$ cat config.mk
export PLATFORM = sky130hd
export DESIGN_NAME = game_flow_ctrl
export DESIGN_NICKNAME = d
export VERILOG_FILES = /design/src/rtl/game_pkg.sv /design/src/rtl/game_flow_ctrl_btn_sync_edge.sv /design/src/rtl/game_flow_ctrl.sv
export SDC_FILE = /design/constraint.sdc
export NUM_CORES = 1
export LEC_CHECK = 0
export CORE_UTILIZATION = 50
export DETAILED_ROUTE_END_ITERATION = 10
export PLACE_DENSITY = 0.73
export RECOVER_POWER = 100
export SYNTH_ARGS = -nofsm -noshare
export SYNTH_HDL_FRONTEND = slang
export SYNTH_SLANG_ARGS = --single-unit
$ cat constraint.sdc
create_clock -name clk_50m -period 4.68 [get_ports clk_50m]
set_clock_uncertainty 0.2 [all_clocks]
set_input_delay 0.468 -clock clk_50m [delete_from_list [all_inputs] [get_ports clk_50m]]
set_output_delay 0.468 -clock clk_50m [all_outputs]
set_load 0.1 [all_outputs]
$ cat src/rtl/game_pkg.sv
// Shared definitions for the rhythm-game session sequencer.
package game_pkg;

    // Session state encoding, exposed directly on the state output.
    typedef enum logic [2:0] {
        ST_IDLE      = 3'd0,
        ST_COUNTDOWN = 3'd1,
        ST_PLAY      = 3'd2,
        ST_PAUSE     = 3'd3,
        ST_RESULT    = 3'd4
    } game_state_e;

    // Seconds the result screen stays up before an automatic restart.
    localparam int unsigned RESULT_HOLD_S = 5;

endpackage

$ cat src/rtl/game_flow_ctrl_btn_sync_edge.sv
// 2-FF synchronizer plus registered rising-edge detector for a raw button level.
// rise_o is one cycle wide, three cycles after the input edge.
module btn_sync_edge (
    input  logic clk_50m,
    input  logic rst_n,
    input  logic btn_i,
    output logic rise_o
);

    logic sync1_q, sync1_d;
    logic sync2_q, sync2_d;
    logic prev_q,  prev_d;
    logic rise_q,  rise_d;

    // Synchronizer chain and edge detect next-state.
    always_comb begin
        sync1_d = btn_i;
        sync2_d = sync1_q;
        prev_d  = sync2_q;
        rise_d  = sync2_q & ~prev_q;
    end

    // Synchronizer and edge flops.
    always_ff @(posedge clk_50m or negedge rst_n) begin
        if (!rst_n) begin
            sync1_q <= 1'b0;
            sync2_q <= 1'b0;
            prev_q  <= 1'b0;
            rise_q  <= 1'b0;
        end else begin
            sync1_q <= sync1_d;
            sync2_q <= sync2_d;
            prev_q  <= prev_d;
            rise_q  <= rise_d;
        end
    end

    assign rise_o = rise_q;

endmodule

$ cat src/rtl/game_flow_ctrl.sv
// Session sequencer: IDLE -> COUNTDOWN -> PLAY <-> PAUSE -> RESULT.
// Optional macro AUTO_RESTART_EN: RESULT returns to IDLE after RESULT_HOLD_S seconds.
module game_flow_ctrl
    import game_pkg::*;
#(
    parameter int unsigned CLK_HZ      = 50000000,
    parameter int unsigned COUNTDOWN_S = 3,
    parameter int unsigned SONG_BEATS  = 256,
    parameter int unsigned MISS_LIMIT  = 8
) (
    input  logic        clk_50m,
    input  logic        rst_n,
    input  logic        start_btn,
    input  logic        pause_btn,
    input  logic        beat_pulse,
    input  logic        miss_pulse,
    output logic        game_active,
    output logic        game_start,
    output logic [2:0]  state,
    output logic [3:0]  countdown_digit,
    output logic [15:0] beat_count,
    output logic [7:0]  miss_count,
    output logic        result_pass
);

    localparam int unsigned TICK_W = (CLK_HZ > 1) ? $clog2(CLK_HZ) : 1;
    localparam logic [TICK_W-1:0] TICK_MAX = TICK_W'(CLK_HZ - 1);
    localparam logic [15:0] BEATS_END = 16'(SONG_BEATS);
    localparam logic [7:0]  MISS_END  = 8'(MISS_LIMIT);
    localparam logic [3:0]  CD_INIT   = 4'(COUNTDOWN_S);

    logic start_rise, pause_rise;

    game_state_e       state_q, state_d;
    logic [TICK_W-1:0] tick_q,  tick_d;
    logic [3:0]        digit_q, digit_d;
    logic [15:0]       beat_q,  beat_d;
    logic [7:0]        miss_q,  miss_d;
    logic              pass_q,  pass_d;
    logic              start_q, start_d;
`ifdef AUTO_RESTART_EN
    logic [2:0]        hold_q,  hold_d;
`endif

    logic [15:0] beat_inc;
    logic [7:0]  miss_inc;
    logic        tick_wrap;

    btn_sync_edge u_start_sync (
        .clk_50m (clk_50m),
        .rst_n   (rst_n),
        .btn_i   (start_btn),
        .rise_o  (start_rise)
    );

    btn_sync_edge u_pause_sync (
        .clk_50m (clk_50m),
        .rst_n   (rst_n),
        .btn_i   (pause_btn),
        .rise_o  (pause_rise)
    );

    // State and datapath registers.
    always_ff @(posedge clk_50m or negedge rst_n) begin
        if (!rst_n) begin
            state_q <= ST_IDLE;
            tick_q  <= '0;
            digit_q <= '0;
            beat_q  <= '0;
            miss_q  <= '0;
            pass_q  <= 1'b0;
            start_q <= 1'b0;
`ifdef AUTO_RESTART_EN
            hold_q  <= '0;
`endif
        end else begin
            state_q <= state_d;
            tick_q  <= tick_d;
            digit_q <= digit_d;
            beat_q  <= beat_d;
            miss_q  <= miss_d;
            pass_q  <= pass_d;
            start_q <= start_d;
`ifdef AUTO_RESTART_EN
            hold_q  <= hold_d;
`endif
        end
    end

    // Next-state: transitions, countdown ticking and event counting.
    always_comb begin
        beat_inc  = beat_q + 16'(beat_pulse);
        miss_inc  = (miss_q == 8'hff) ? miss_q : miss_q + 8'(miss_pulse);
        tick_wrap = (tick_q == TICK_MAX);

        state_d = state_q;
        tick_d  = '0;
        digit_d = digit_q;
        beat_d  = beat_q;
        miss_d  = miss_q;
        pass_d  = pass_q;
        start_d = 1'b0;
`ifdef AUTO_RESTART_EN
        hold_d  = '0;
`endif

        case (state_q)
            ST_IDLE: begin
                if (start_rise) begin
                    state_d = ST_COUNTDOWN;
                    digit_d = CD_INIT;
                    beat_d  = '0;
                    miss_d  = '0;
                    pass_d  = 1'b0;
                end
            end
            ST_COUNTDOWN: begin
                if (tick_wrap) begin
                    if (digit_q <= 4'd1) begin
                        state_d = ST_PLAY;
                        digit_d = '0;
                        start_d = 1'b1;
                    end else begin
                        digit_d = digit_q - 4'd1;
                    end
                end else begin
                    tick_d = tick_q + 1'b1;
                end
            end
            ST_PLAY: begin
                beat_d = beat_inc;
                miss_d = miss_inc;
                // Miss limit outranks song completion; any exit outranks pause.
                if (miss_inc == MISS_END) begin
                    state_d = ST_RESULT;
                    pass_d  = 1'b0;
                end else if (beat_inc == BEATS_END) begin
                    state_d = ST_RESULT;
                    pass_d  = 1'b1;
                end else if (pause_rise) begin
                    state_d = ST_PAUSE;
                end
            end
            ST_PAUSE: begin
                if (start_rise) begin
                    state_d = ST_IDLE;
                    beat_d  = '0;
                    miss_d  = '0;
                end else if (pause_rise) begin
                    state_d = ST_PLAY;
                end
            end
            ST_RESULT: begin
                if (start_rise) begin
                    state_d = ST_IDLE;
                end
`ifdef AUTO_RESTART_EN
                else if (tick_wrap) begin
                    if (hold_q == 3'(RESULT_HOLD_S - 1)) begin
                        state_d = ST_IDLE;
                    end else begin
                        hold_d = hold_q + 3'd1;
                    end
                end else begin
                    tick_d = tick_q + 1'b1;
                    hold_d = hold_q;
                end
`endif
            end
            default: state_d = ST_IDLE;
        endcase
    end

    // Outputs: direct register taps and a state decode.
    always_comb begin
        state           = state_q;
        game_active     = (state_q == ST_PLAY);
        game_start      = start_q;
        countdown_digit = digit_q;
        beat_count      = beat_q;
        miss_count      = miss_q;
        result_pass     = pass_q;
    end

endmodule

== After elaboration in Yosys (flattened, before gate mapping) ==
Index checks and enable logic that the tools add are counted.

* Add/sub/neg operators: 4
* Multipliers: 0
* Divide/modulo/power cells: 0
* Magnitude comparators: 1
* Equal/unequal tests: 16
* Shift-type cells: 0
* Muxes and demuxes: 28
* Bitwise gates (word level): 4
* Reductions and logical operators: 9

{| class="wikitable"
|+ Operators by type and width
! kind !! number
|-
| $mux W26 || 2
|-
| $pmux W16 S2 || 1
|-
| $mux W3 || 9
|-
| $add A26 B1 Y26 const B || 1
|-
| $eq A26 B26 Y1 const B || 1
|-
| $add A16 B1 Y16 || 1
|-
| $eq A16 B9 Y1 const B || 1
|-
| $mux W16 || 1
|-
| $mux W8 || 2
|-
| $pmux W8 S2 || 1
|-
| $pmux W3 S5 || 1
|-
| $mux W4 || 3
|-
| $add A8 B1 Y8 || 1
|-
| $eq A8 B4 Y1 const B || 1
|-
| $eq A8 B8 Y1 const B || 1
|-
| $pmux W4 S2 || 1
|-
| $eq A3 B2 Y1 const B || 2
|-
| $mux W1 || 6
|-
| $ne A2 B1 Y1 const B || 3
|-
| $ne A3 B1 Y1 const B || 2
|-
| $reduce_and A3 Y1 || 2
|-
| $reduce_and A6 Y1 || 1
|-
| $reduce_bool A2 Y1 || 3
|-
| $le A4 B1 Y1 const B || 1
|-
| 11 further kinds || 14
|}

* Register bits: 67
* Latch bits: 0
* Memory bits (writable): 0
* ROM bits: 0
* Memories: 0

== Logic depth before layout (Yosys ltp) ==
* Word-level depth: 5
* Mapped depth: 9
* Depth with buffers taken out: 8

== Modules after synthesis ==
A second synthesis with hierarchy kept.

* Cells, all modules: 401
* Area, all modules: 3,613.5 um^2

{| class="wikitable"
|+ By module, submodules not included
! module !! instances !! cells each !! area each (um^2) !! seq. area each (um^2)
|-
| game_flow_ctrl || 1 || 391 || 3,385.7 || 1,476.4
|-
| btn_sync_edge || 2 || 5 || 113.9 || 100.1
|}

== Worst setup path before layout ==
No wires, ideal clock.

* Path type: reg2reg
* From: register beat_q[0] (netlist: beat_count[0])
* To: register state_q[2] (netlist: state[2])
* Setup time: 0.080 ns
* Arrival: 2.976 ns
* Data required time: 4.400 ns
* Path slack: 1.424 ns
* Cell stages (with the launch flop): 9
* Period minus slack after synthesis: 3.256 ns
* Cells stage by stage: dfrtp_1 -> ha_1 -> ha_1 -> nand3_2 -> nor4_4 -> o211ai_1 -> a2111o_1 -> or3_4 -> o211ai_2

* Longest elaborated chain between the ends: 5

{| class="wikitable"
|+ RTL lines
! what !! line !! text
|-
| start, declared || game_flow_ctrl.sv:37 || <nowiki>logic [15:0] beat_q, beat_d;</nowiki>
|-
| start signal, assigned || game_flow_ctrl.sv:80 || <nowiki>beat_q <= beat_d;</nowiki>
|-
| $add A16 B1 Y16 * || game_flow_ctrl.sv:92 || <nowiki>beat_inc = beat_q + 16'(beat_pulse);</nowiki>
|-
| $eq A16 B9 Y1 * || game_flow_ctrl.sv:137 || <nowiki>end else if (beat_inc == BEATS_END) begin</nowiki>
|-
| $mux W3 || game_flow_ctrl.sv:137 ||
|-
| $mux W3 || game_flow_ctrl.sv:134 || <nowiki>if (miss_inc == MISS_END) begin</nowiki>
|-
| $pmux W3 S5 || game_flow_ctrl.sv:107 || <nowiki>case (state_q)</nowiki>
|-
| end signal, assigned || game_flow_ctrl.sv:77 || <nowiki>state_q <= state_d;</nowiki>
|-
| end, declared || game_flow_ctrl.sv:34 || <nowiki>game_state_e state_q, state_d;</nowiki>
|}

Mark *: on every way between the ends. The rest lies on a longest branch, timed or not.
A chain may end at the register's enable or synchronous reset.

== Worst setup path after layout ==
* From: input port beat_pulse
* To: register state_q[2] (netlist: state[2])

* Longest elaborated chain between the ends: 5

{| class="wikitable"
|+ RTL lines
! what !! line !! text
|-
| start, declared || game_flow_ctrl.sv:15 || <nowiki>input logic beat_pulse,</nowiki>
|-
| $add A16 B1 Y16 * || game_flow_ctrl.sv:92 ||
|-
| $eq A16 B9 Y1 * || game_flow_ctrl.sv:137 ||
|-
| $mux W3 || game_flow_ctrl.sv:137 ||
|-
| $mux W3 || game_flow_ctrl.sv:134 ||
|-
| $pmux W3 S5 || game_flow_ctrl.sv:107 ||
|}

Marks and branches as above.

==> qor.csv <==
metric,value,unit
cts-root-buf,clkbuf_8,
status,completed,
worstSetupPathType,in2reg,
cts-root-to-sink-buffers,2,
antenna_violations_before_repair,0,
num_vias,3025,
tightest_slew,1.37,ns
crit_fanout,6,
synth.yosys.warnings,0,
num-fill-cells,595,
io_pins,40,
per_cell_via_count_in_the_routed_design,5.71,
slew_violations,0,
insertedDiodeCount,0,
cts_resized,0,
synthCells,394,
pwr-share-seq,0.498,
vdd_drop_max,0.167,mV
multi_input_area,1750,um^2
numCtsBuffers,9,
grt_start_max_net_pins,44,
maxCapViolCount,0,
cp.required,4.73,ns
syn_area,3580,um^2
final_layout_size_suffix_gt1_frac,0.0530,
gr_util_all_layers,0.210,
comb_power_share,0.108,
timing.fmax,292,MHz
power.share.switching,0.264,
netlist-cell-type-count,55,
relSlewSlack,0.0895,
per_cell_routed_wire_length,13.7,um
finalHoldViolCount,0,
design.core.area,6870,um^2
die_width,86.7,um
postSynthRegisterBits,67,
synth_top_family_by_area,simple AND/OR/NAND/NOR gates,
timing.final.crit_period,3.43,ns
dieHeight,86.7,um
drc,0,
cts_tree,done,
wl,7.24,mm
dp_hpwl,4.99,mm
drt_pre_antenna_iters,4,
hp-class,reg2reg,
syn_avg_cell_area,9.10,um^2
detailedRoute.firstIterationViolations,129,
cellPowerDensity,311,nW/um^2
p_int,0.964,mW
adder_cell_share_of_the_synthesized_area,0.0244,
seq_area_frac_synth,0.468,
rsz0062_at_grt,false,
die-area,7510,um^2
tcrit_tclk_final,0.732,
final_nets,442,
synth_compound_gate_area_share,0.156,
route.antenna.remaining_nets,0,
clkLatencyLatePin,0.34,ns
synth-async-reset-ratio,1.00,
yosys-mux-area-fraction,0.00559,
grt_pass1_vias,2691,
p_switching,0.346,mW
number_of_non_filler_instances_in_the_completed_layout,530,
start_kind,input port,
placementRows,30,
cp-end-kind,flip-flop,
yosys.area_share.simple,0.243,
routabilityCongestion,0.789,
critPathArrivalTime,3.48,ns
grt_first_pass_wirelength,12.5,mm
p_clk_frac,0.394,
placed_cells,513,
initial_utilization,0.522,
register_area,1680,um^2
area_growth,17.7,%
synth-edff-count,0,
finalSetupViolCount,0,
total_leakage_power,1.92,nW
setup_tns,0,ns
portBuffers,39,
clock_tree.htree_level_count,3,
clk_pin_slew,0.07,ns
total_global_routing_overflow,0,
yosys.area_share.xor_xnor,0.0684,
post_synthesis_net_count,407,
ys_dominant_reg_cell,dfrtp_1,
numClockSinks,67,
-- state kept, by name, summed over array words and instances, names as in the netlist --
| signal | flops |
|---|---|
| u_start_sync.rise_o | 1 |
| state | 3 |
| beat_count | 16 |
| u_start_sync.prev_d | 1 |
| tick_q | 26 |
| u_pause_sync.prev_d | 1 |
| countdown_digit | 4 |
| u_pause_sync.prev_q | 1 |
| u_start_sync.sync1_q | 1 |
| u_pause_sync.rise_o | 1 |
| u_start_sync.prev_q | 1 |
| miss_count | 8 |
| game_start | 1 |
| result_pass | 1 |
| u_pause_sync.sync1_q | 1 |
-- path summary, 6_finish.rpt --
| kind | start | to | slack [ns] | depth (start not counted) |
|---|---|---|---|---|
| worst max-delay path | beat_pulse | state[2] | 1.25 | 9 |
| worst min-delay path | u_start_sync.sync1_q | u_start_sync.prev_d | 0.16 | 0 |
| max in group asynchronous | rst_n | u_start_sync.sync1_q | 1.83 | 3 |
| worst max register to register | beat_count[0] | state[2] | 1.54 | 8 |
| worst min register to register | u_start_sync.sync1_q | u_start_sync.prev_d | 0.16 | 0 |
| min in group asynchronous | rst_n | tick_q[18] | 0.76 | 2 |
-- repair_timing --
action,CTS,global route
hold buffers,1,0
buffers inserted,0,0
endpoints found under the hold margin,24,0
-- placed cells by master, fill, tap and decap left out, types with 3 or more instances in the layout --
cell type | Yosys | final
nor2_1 | 56 | 56
xor2_1 | 19 | 19
dlygate4sd3_1 | 0 | 37
o21ai_0 | 35 | 36
clkbuf_8 | 0 | 9
clkinvlp_4 | 0 | 3
nand4_1 | 8 | 8
and4_1 | 4 | 4
and2_1 | 4 | 4
o211ai_1 | 2 | 3
or4_1 | 3 | 3
o31ai_1 | 6 | 6
nor2b_1 | 4 | 4
nor3_1 | 8 | 8
and3_1 | 11 | 11
nand2_1 | 28 | 28
dfrtp_1 | 67 | 67
a21oi_1 | 16 | 16
nand3_1 | 25 | 26
ha_1 | 7 | 7
a22o_1 | 4 | 4
xnor2_1 | 9 | 9
a31oi_1 | 6 | 6
inv_1 | 13 | 13
nor4_1 | 5 | 6
-- kinds of logic after synthesis --
group                      count (synthesis)
AOI/OAI and AO/OA                         89
xor gates and xnor gates                  28
adders and majority gates                  7
buffers and inverters                     31
DFF                                       67
muxes                                      2
and+or+nand+nor                          170
-- synth_stat cells, types with 2 or more instances --
cell type | number | area share
mux2i_1 | 2 | 0.0056
nand3_2 | 2 | 0.0056
xnor2_1 | 9 | 0.022
nor3_1 | 8 | 0.011
nor2_1 | 56 | 0.059
dfrtp_1 | 67 | 0.47
a21oi_1 | 16 | 0.022
and4_1 | 4 | 0.0098
a22o_1 | 4 | 0.0098
or3_1 | 2 | 0.0035
inv_1 | 13 | 0.014
a31oi_1 | 6 | 0.010
clkbuf_1 | 13 | 0.014
xor2_1 | 19 | 0.046
or4_1 | 3 | 0.0063
nand3_1 | 25 | 0.035
o211ai_1 | 2 | 0.0042
nand2b_1 | 2 | 0.0035
nor4_1 | 5 | 0.0087
o31ai_1 | 6 | 0.013
nand4_1 | 8 | 0.014
and2_1 | 4 | 0.0070
and3_1 | 11 | 0.019
o21ai_0 | 35 | 0.049
a21o_1 | 2 | 0.0042
a211o_1 | 2 | 0.0049
nand2_1 | 28 | 0.029
buf_2 | 4 | 0.0056
ha_1 | 7 | 0.024
nor2b_1 | 4 | 0.0070
-- power groups by stage --
stage / logic, mW / registers (mW) / clock network [mW]
5_1_grt: 0.157 / 0.658 / 0.551
3_3_place_gp: 0.141 / 0.661 / 0
6_report: 0.142 / 0.653 / 0.516
3_5_place_dp: 0.144 / 0.664 / 0
2_1_floorplan: 0.0734 / 0.688 / 0
4_1_cts: 0.146 / 0.653 / 0.528
-- per-stage QoR --
step	util	setup WS, ns	power, mW	hold WS, ns	cell area, um^2
after floorplan	-	1.42	0.762	-0.0276	3580
after global placement	0.587	1.48	0.802	0.136	4030
after detailed placement	0.587	1.40	0.808	0.144	4030
after CTS	0.619	1.74	1.33	0.159	4260
after global routing	0.614	1.08	1.37	0.157	4220
final	0.614	1.25	1.31	0.156	4220
-- metal layers --
| layer | wire (um) | part of all wire | GRT usage |
|---|---|---|---|
| met4 | 107 | 0.015 | 0.0773 |
| met3 | 297 | 0.041 | 0.0371 |
| met2 | 3280 | 0.45 | 0.312 |
| met1 | 3550 | 0.49 | 0.308 |
| met5 | 0 | 0 | 0 |
-- critical path: stages --
cell,delay [ns]
dlygate4sd3_1,0.53
ha_1,0.18
ha_1,0.26
nand3_1,0.19
nor4_1,0.68
o211ai_1,0.18
a2111o_1,0.47
or3_4,0.34
o211ai_1,0.18
-- layout make-up --
type | instances | share of cell area
multi-input combinational | 296 | 0.416
sequential | 67 | 0.398
timing repair buffer | 42 | 0.0950
clock buffer | 9 | 0.0294
tap | 96 | 0.0285
clock inverter | 7 | 0.0220
inverter | 13 | 0.0116
(Power assumes the default switching activity.)
